$ cat config.mk
export PLATFORM = sky130hd
export DESIGN_NAME = spi_slave_param
export DESIGN_NICKNAME = d
export VERILOG_FILES = /design/src/rtl/spi_slave_param.sv
export SDC_FILE = /design/constraint.sdc
export NUM_CORES = 2
export LEC_CHECK = 0
export BUFFER_PORTS_ARGS = -buffer_cell sky130_fd_sc_hd__buf_2
export CAP_MARGIN = 20
export CORE_MARGIN = 3
export CORE_UTILIZATION = 54
export DETAILED_ROUTE_END_ITERATION = 12
export GPL_TIMING_DRIVEN = 0
export MAX_ROUTING_LAYER = met4
export PLACE_DENSITY = 0.76
export SETUP_SLACK_MARGIN = 0.2
export SLEW_MARGIN = 20
export SYNTH_ARGS = -nofsm -noshare
export SYNTH_HDL_FRONTEND = slang
export SYNTH_SLANG_ARGS = --single-unit
export TNS_END_PERCENT = 30
$ cat constraint.sdc
create_clock -name clk -period 50.7 [get_ports clk]
set_clock_uncertainty 0.15 [all_clocks]
set_input_delay 0 -clock clk [delete_from_list [all_inputs] [get_ports clk]]
set_output_delay 0 -clock clk [all_outputs]
set_load 0.03 [all_outputs]
$ cat src/rtl/spi_slave_param.sv
// spi_slave_param
// Single-clock serial slave. It shifts in one frame of N_WORDS x DATA_W bits
// on SIMO while CSS is low, then offers the frame on a valid/ready port.
// It then waits for one DATA_W-bit result word and returns it on SOMI.
// Every state change and shift happens on the rising edge of clk.
// Deasserting CSS mid-transfer aborts the transfer and raises frame_err for
// one cycle.

module spi_slave_param #(
   parameter int DATA_W    = 128,
   parameter int N_WORDS   = 2,
   parameter bit LSB_FIRST = 1'b1
) (
   input  logic                      clk,
   input  logic                      rst,
   input  logic                      SIMO,
   input  logic                      CSS,
   input  logic                      mode,
   output logic                      SOMI,
   output logic [N_WORDS*DATA_W-1:0] rx_data,
   output logic                      rx_mode,
   output logic                      rx_valid,
   input  logic                      rx_ready,
   input  logic [DATA_W-1:0]         tx_data,
   input  logic                      tx_valid,
   output logic                      tx_ready,
   output logic                      frame_err,
   output logic                      busy
);

   localparam int TOTAL = N_WORDS * DATA_W;
   // The counter can hold TOTAL itself, so it never wraps within a frame.
   localparam int CNT_W = $clog2(TOTAL + 1);
   localparam int IDX_W = (TOTAL > 1) ? $clog2(TOTAL) : 1;

   typedef enum logic [2:0] {IDLE, RECV, HAND, WAIT_TX, SEND} state_t;

   state_t            state_q, state_d;
   logic [CNT_W-1:0]  cnt_q, cnt_d;
   logic [TOTAL-1:0]  rx_sr_q, rx_sr_d;
   logic [TOTAL-1:0]  rx_data_q, rx_data_d;
   logic              rx_mode_q, rx_mode_d;
   logic [DATA_W-1:0] tx_sr_q, tx_sr_d;
   logic              frame_err_q, frame_err_d;

   logic [CNT_W-1:0]  bit_n;
   logic [IDX_W-1:0]  bit_idx;
   logic              last_bit;
   logic              send_done;

   // Map wire bit n to its position in the frame.
   // Word n/DATA_W is written LSB-up or MSB-down, depending on LSB_FIRST.
   function automatic int wire_to_pos(input int n);
      int word;
      int ofs;
      word = n / DATA_W;
      ofs  = n % DATA_W;
      return LSB_FIRST ? (word * DATA_W + ofs) : (word * DATA_W + DATA_W - 1 - ofs);
   endfunction

   // Decode which frame bit this edge samples and whether it completes the frame or the reply
   always_comb begin
      bit_n     = (state_q == RECV) ? cnt_q : '0;
      last_bit  = (bit_n == CNT_W'(TOTAL - 1));
      bit_idx   = IDX_W'(wire_to_pos(int'(bit_n)));
      send_done = (cnt_q == CNT_W'(DATA_W - 1));
   end

   // State register; reset forces IDLE at once, even mid-frame
   always_ff @(posedge clk or posedge rst) begin
      if (rst) begin
         state_q <= IDLE;
      end else begin
         state_q <= state_d;
      end
   end

   // Next-state logic; CSS is only looked at while a transfer is in progress or from IDLE
   always_comb begin
      state_d = state_q;
      case (state_q)
         IDLE:    if (!CSS) state_d = last_bit ? HAND : RECV;
         RECV:    if (CSS) state_d = IDLE;
                  else if (last_bit) state_d = HAND;
         HAND:    if (rx_ready) state_d = WAIT_TX;
         WAIT_TX: if (tx_valid) state_d = SEND;
         SEND:    if (CSS || send_done) state_d = IDLE;
         default: state_d = IDLE;
      endcase
   end

   // Datapath registers; every one of them clears on reset
   always_ff @(posedge clk or posedge rst) begin
      if (rst) begin
         cnt_q       <= '0;
         rx_sr_q     <= '0;
         rx_data_q   <= '0;
         rx_mode_q   <= 1'b0;
         tx_sr_q     <= '0;
         frame_err_q <= 1'b0;
      end else begin
         cnt_q       <= cnt_d;
         rx_sr_q     <= rx_sr_d;
         rx_data_q   <= rx_data_d;
         rx_mode_q   <= rx_mode_d;
         tx_sr_q     <= tx_sr_d;
         frame_err_q <= frame_err_d;
      end
   end

   // Shift bits in or out and count them.
   // Bits gather in rx_sr so an aborted frame never disturbs rx_data.
   always_comb begin
      cnt_d       = cnt_q;
      rx_sr_d     = rx_sr_q;
      rx_data_d   = rx_data_q;
      rx_mode_d   = rx_mode_q;
      tx_sr_d     = tx_sr_q;
      frame_err_d = 1'b0;
      case (state_q)
         IDLE, RECV: begin
            if (!CSS) begin
               rx_sr_d[bit_idx] = SIMO;
               if (last_bit) begin
                  rx_data_d = rx_sr_d;
                  rx_mode_d = mode;
                  cnt_d     = '0;
               end else begin
                  cnt_d = bit_n + CNT_W'(1);
               end
            end else if (state_q == RECV) begin
               cnt_d       = '0;
               frame_err_d = 1'b1;
            end
         end
         WAIT_TX: begin
            if (tx_valid) begin
               tx_sr_d = tx_data;
               cnt_d   = '0;
            end
         end
         SEND: begin
            if (CSS) begin
               cnt_d       = '0;
               frame_err_d = 1'b1;
            end else begin
               tx_sr_d = LSB_FIRST ? (tx_sr_q >> 1) : (tx_sr_q << 1);
               cnt_d   = send_done ? '0 : cnt_q + CNT_W'(1);
            end
         end
         default: ;
      endcase
   end

   // Outputs decoded from registered state; SOMI is held low outside SEND
   always_comb begin
      busy      = (state_q != IDLE);
      rx_valid  = (state_q == HAND);
      tx_ready  = (state_q == WAIT_TX);
      SOMI      = (state_q == SEND) ? (LSB_FIRST ? tx_sr_q[0] : tx_sr_q[DATA_W-1]) : 1'b0;
      rx_data   = rx_data_q;
      rx_mode   = rx_mode_q;
      frame_err = frame_err_q;
   end

endmodule
==> summary.md <==
| Metric | Value |
|---|---|
| Outcome | finished clean |
| Fin crit share | 8.60% |
| Clock period minus final worst setup slack | about 4400 ps |
| Layout cells sized above 1 | 16.3% |
| Most common cell in the netlist | dfrtp_1 |
| Via Count | 30.0k |
| Netlist Area Pre-Place | 30700 µm² |
| RSZ-0062 raised after global routing | false |
| Critical path peak fanout | 10 |
| Post-synth EDFFs | 0 |
| Starting Density | 55.2% |
| Longest Clk Path Bufs | 3 |
| Setup bufs post-CTS | 0 |
| Drc violations | 0 |
| Max cap viols | 0 |
| Hold WS | around 59 ps |
| Final WL | ~120000 µm |
| Detail Placement HPWL | 77000 µm |
| Worst hold path type | input port to register |
| Initial antenna violation count | 14 |
| Final slew viol count | 0 |
| Design Area, Final | roughly 38000 µm² |
| Largest net degree at the start of global routing | ~110 |
| Arrival @ worst endpoint | 4770 ps |
| Pwr dens | 36.4 nW/µm² |
| CTS sink cnt | about 650 |
| Crit start category | register |
| Seq cells post-synth | 654 |
| Tightest Pin Transition | 1210 ps |
| Reg-to-Reg End | rx_sr_q[71]$_DFFE_PP0P_ |
| Pre-Repair DR Iteration Count | 6 |
| Leak | 18.3 nW |
| Total CTS buffers | 71 |
| Post-synth top area cell | dfrtp_1 |
| Layout area overhead | 22.4% |
| PostCTS Resize Cnt | 0 |
| Largest cells by area after synthesis | dfrtp_1, mux2i_1, o21ai_0 |
| CTS tree | yes |
| Peak per-stage delay on the critical path | 1290 ps |
| CP delay by family, top | simple AND/OR/NAND/NOR gates |
| Synth top area share | 53.2% |
| Die span in y | 245 µm |
| Max Freq | 229 MHz |
| Worst setup EP type | register |
| CTS Root Cell | clkbuf_16 |
| Worst-Skew Late Latency | 630 ps |
| Yosys warning total | 0 |
| Count of final setup violators | 0 |
| Hold EP | tx_sr_q[59]$_DFFE_PP0P_ |
| R2r worst-path depth | 8 |
| Iteration-0 DRC Markers | 4149 |
| First-pass GRT wire length | about 180000 µm |
| Commonest cells post-synth | dfrtp_1, nor2_1, nand2_1, o21ai_0, nand3_1 |
| Final core utilization | 67.5% |
| Row count | 86 |
| DIE WIDTH | about 240 µm |
| Final net count | 4117 |
| Register area share after synthesis | 53.2% |
| Crit path cell chain | clkbuf_1 > nor2b_1 > buf_2 > nand4_1 > nor2_1 > buf_2 > nand3_1 > nand2_1 |
| Worst slew margin | 19.3% |
| Vias per Instance | 6.26 |
| Core Area | 55700 µm² |
| Syn avg cell area | 9.13 µm² |
| Req. time, crit path | approximately 51000 ps |
| Placer congestion estimate | 1.01 |
| Most used cell, CP | buf_2 |
| Maximum vdd drop | around 28 µV |
| Worst r2r src | cnt_q[0]$_DFFE_PP0P_ |
| Post-route setup TNS | 0 ps |
| HP Start | tx_data[59] |
| Post-synth ARST share | 100% |
| CTS Hold Bufs | roughly 140 |
| Total track usage | around two fifths |
| Synth Net Count | ~3.5k |
| Setup WS post-layout | 46340 ps |
| Reg-to-reg slack, setup | 46340 ps |
| Worst path slowest cell | nor2_1 |
| I/O pin total | roughly 400 |
| Full die area | 59800 µm² |
| Bufs and invs on worst path | 3 |
| GRT overflow | 0 |
| Post-place setup slack | 46800 ps |
| Hold Path Stages | 4 |
| Post-DP Area | 33800 µm² |
| H-Tree Depth | 3 |
| Worst Setup Path Type | register to register |
| Main synth FF type | dfrtp_1 |
| Syn Inst Count | 3368 |
| I/O Buffers | around 400 |
| Distinct cells, synth | 53 |
| Drt wl/cell | 24.7 µm |
| Final ANT Viol Nets | 0 |
| Final hold violations | 0 |
| Vias in the first global route | around 30k |
| Clock-pin transition on the worst setup and hold timing paths | 60 ps |
registers in the layout (all words and copies together), names as in the netlist:
| signal | count |
|---|---|
| frame_err | 1 |
| rx_sr_q | 256 |
| state_q | 3 |
| rx_mode | 1 |
| cnt_q | 9 |
| rx_data | 256 |
| tx_sr_q | 128 |
layout make-up:
| cell class | count | area (µm²) |
|---|---|---|
| inverters | 3 | 18.8 |
| clock inverters | 21 | 270 |
| fillers | 4480 | 18100 |
| flip-flops and latches | 654 | 16400 |
| repair buffers | 539 | 3520 |
| clock buffers | 102 | 2120 |
| well taps | 748 | 936 |
| diodes | 15 | 37.5 |
| multi-input cells | 2389 | 12900 |
| plain buffers | 322 | 1450 |
through the flow:
step           instances  total power [mW]
2_1_floorplan       3368             0.740
3_3_place_gp        4511             0.802
3_5_place_dp        4517             0.810
4_1_cts             4777              1.35
5_1_grt             4792              1.41
6_report            4793              1.37
layer usage:
metal  global-route usage, %  vias to the layer above  part of all wire, %  wire, µm
met5                       -                        -                    0         0
met4                    25.5                        0                  7.7      9140
met3                    13.4                      580                   13     15400
met2                    57.3                     2185                   43     51400
met1                    49.5                    14500                   36     42600
li1                        -                    12700                    -         -
worst max path at each step:
stage                                 from                      end  cells past startpoint
global placement                       rst  rx_data[49]$_DFFE_PP0P_                      2
detailed placement  state_q[2]$_DFFE_PP0P_  rx_sr_q[71]$_DFFE_PP0P_                      7
finish                cnt_q[0]$_DFFE_PP0P_  rx_sr_q[71]$_DFFE_PP0P_                      8
floorplan                              rst     cnt_q[0]$_DFFE_PP0P_                      1
CTS                 state_q[2]$_DFFE_PP0P_  rx_sr_q[23]$_DFFE_PP0P_                      7
global route        state_q[2]$_DFFE_PP0P_  rx_sr_q[71]$_DFFE_PP0P_                      7
cell families after synthesis:
logic type / share of synthesized area [%]
AO/OA/AOI/OAI: 12.5
adder cells (fa/ha/maj): 0.0814
buffers and inverters: 4.76
multiplexers: 10.8
AND/OR/NAND/NOR: 18.6
XOR/XNOR: 0.0285
flip-flops: 53.2
power breakdown:
| group | switching (mW) | internal [mW] | total, mW |
|---|---|---|---|
| Sequential | 0.0314 | 0.573 | 0.604 |
| Clock | 0.223 | 0.316 | 0.539 |
| Combinational | 0.154 | 0.0723 | 0.226 |
tightest hold or removal path, stage by stage:
cell	delay, ps
dlygate4sd3_1	520
buf_2	100
mux2i_1	50
o21ai_0	120
placed cells by master (no fill, tap or decap), types with 3 or more instances in the layout:
cell type | netlist | routed
a41oi_1 | 3 | 3
clkinvlp_4 | 0 | 4
or3b_1 | 3 | 3
nand2b_1 | 8 | 8
mux2_2 | 4 | 4
clkinv_2 | 0 | 8
nand3_1 | 331 | 331
or3_1 | 4 | 4
a221oi_1 | 3 | 3
and3b_1 | 3 | 3
nor3_2 | 2 | 3
diode_2 | 0 | 15
nor3_1 | 9 | 8
clkbuf_8 | 0 | 18
o21ai_1 | 12 | 12
clkbuf_16 | 0 | 73
mux2i_1 | 327 | 327
nor2b_1 | 6 | 6
buf_6 | 4 | 5
nor3b_1 | 7 | 7
clkbuf_1 | 195 | 205
dlygate4sd3_1 | 0 | 137
nor2_1 | 449 | 449
a31oi_1 | 62 | 62
dfrtp_1 | 654 | 654
and3_1 | 15 | 15
nand4_1 | 5 | 5
and2_1 | 13 | 13
nor4b_4 | 3 | 3
bufinv_16 | 0 | 5
buf_16 | 0 | 6
a21oi_1 | 208 | 208
nand2_1 | 444 | 444
o21ai_0 | 436 | 436
buf_2 | 89 | 484
buf_1 | 7 | 7
buf_4 | 27 | 27
Power figures use the tool's default switching activity.
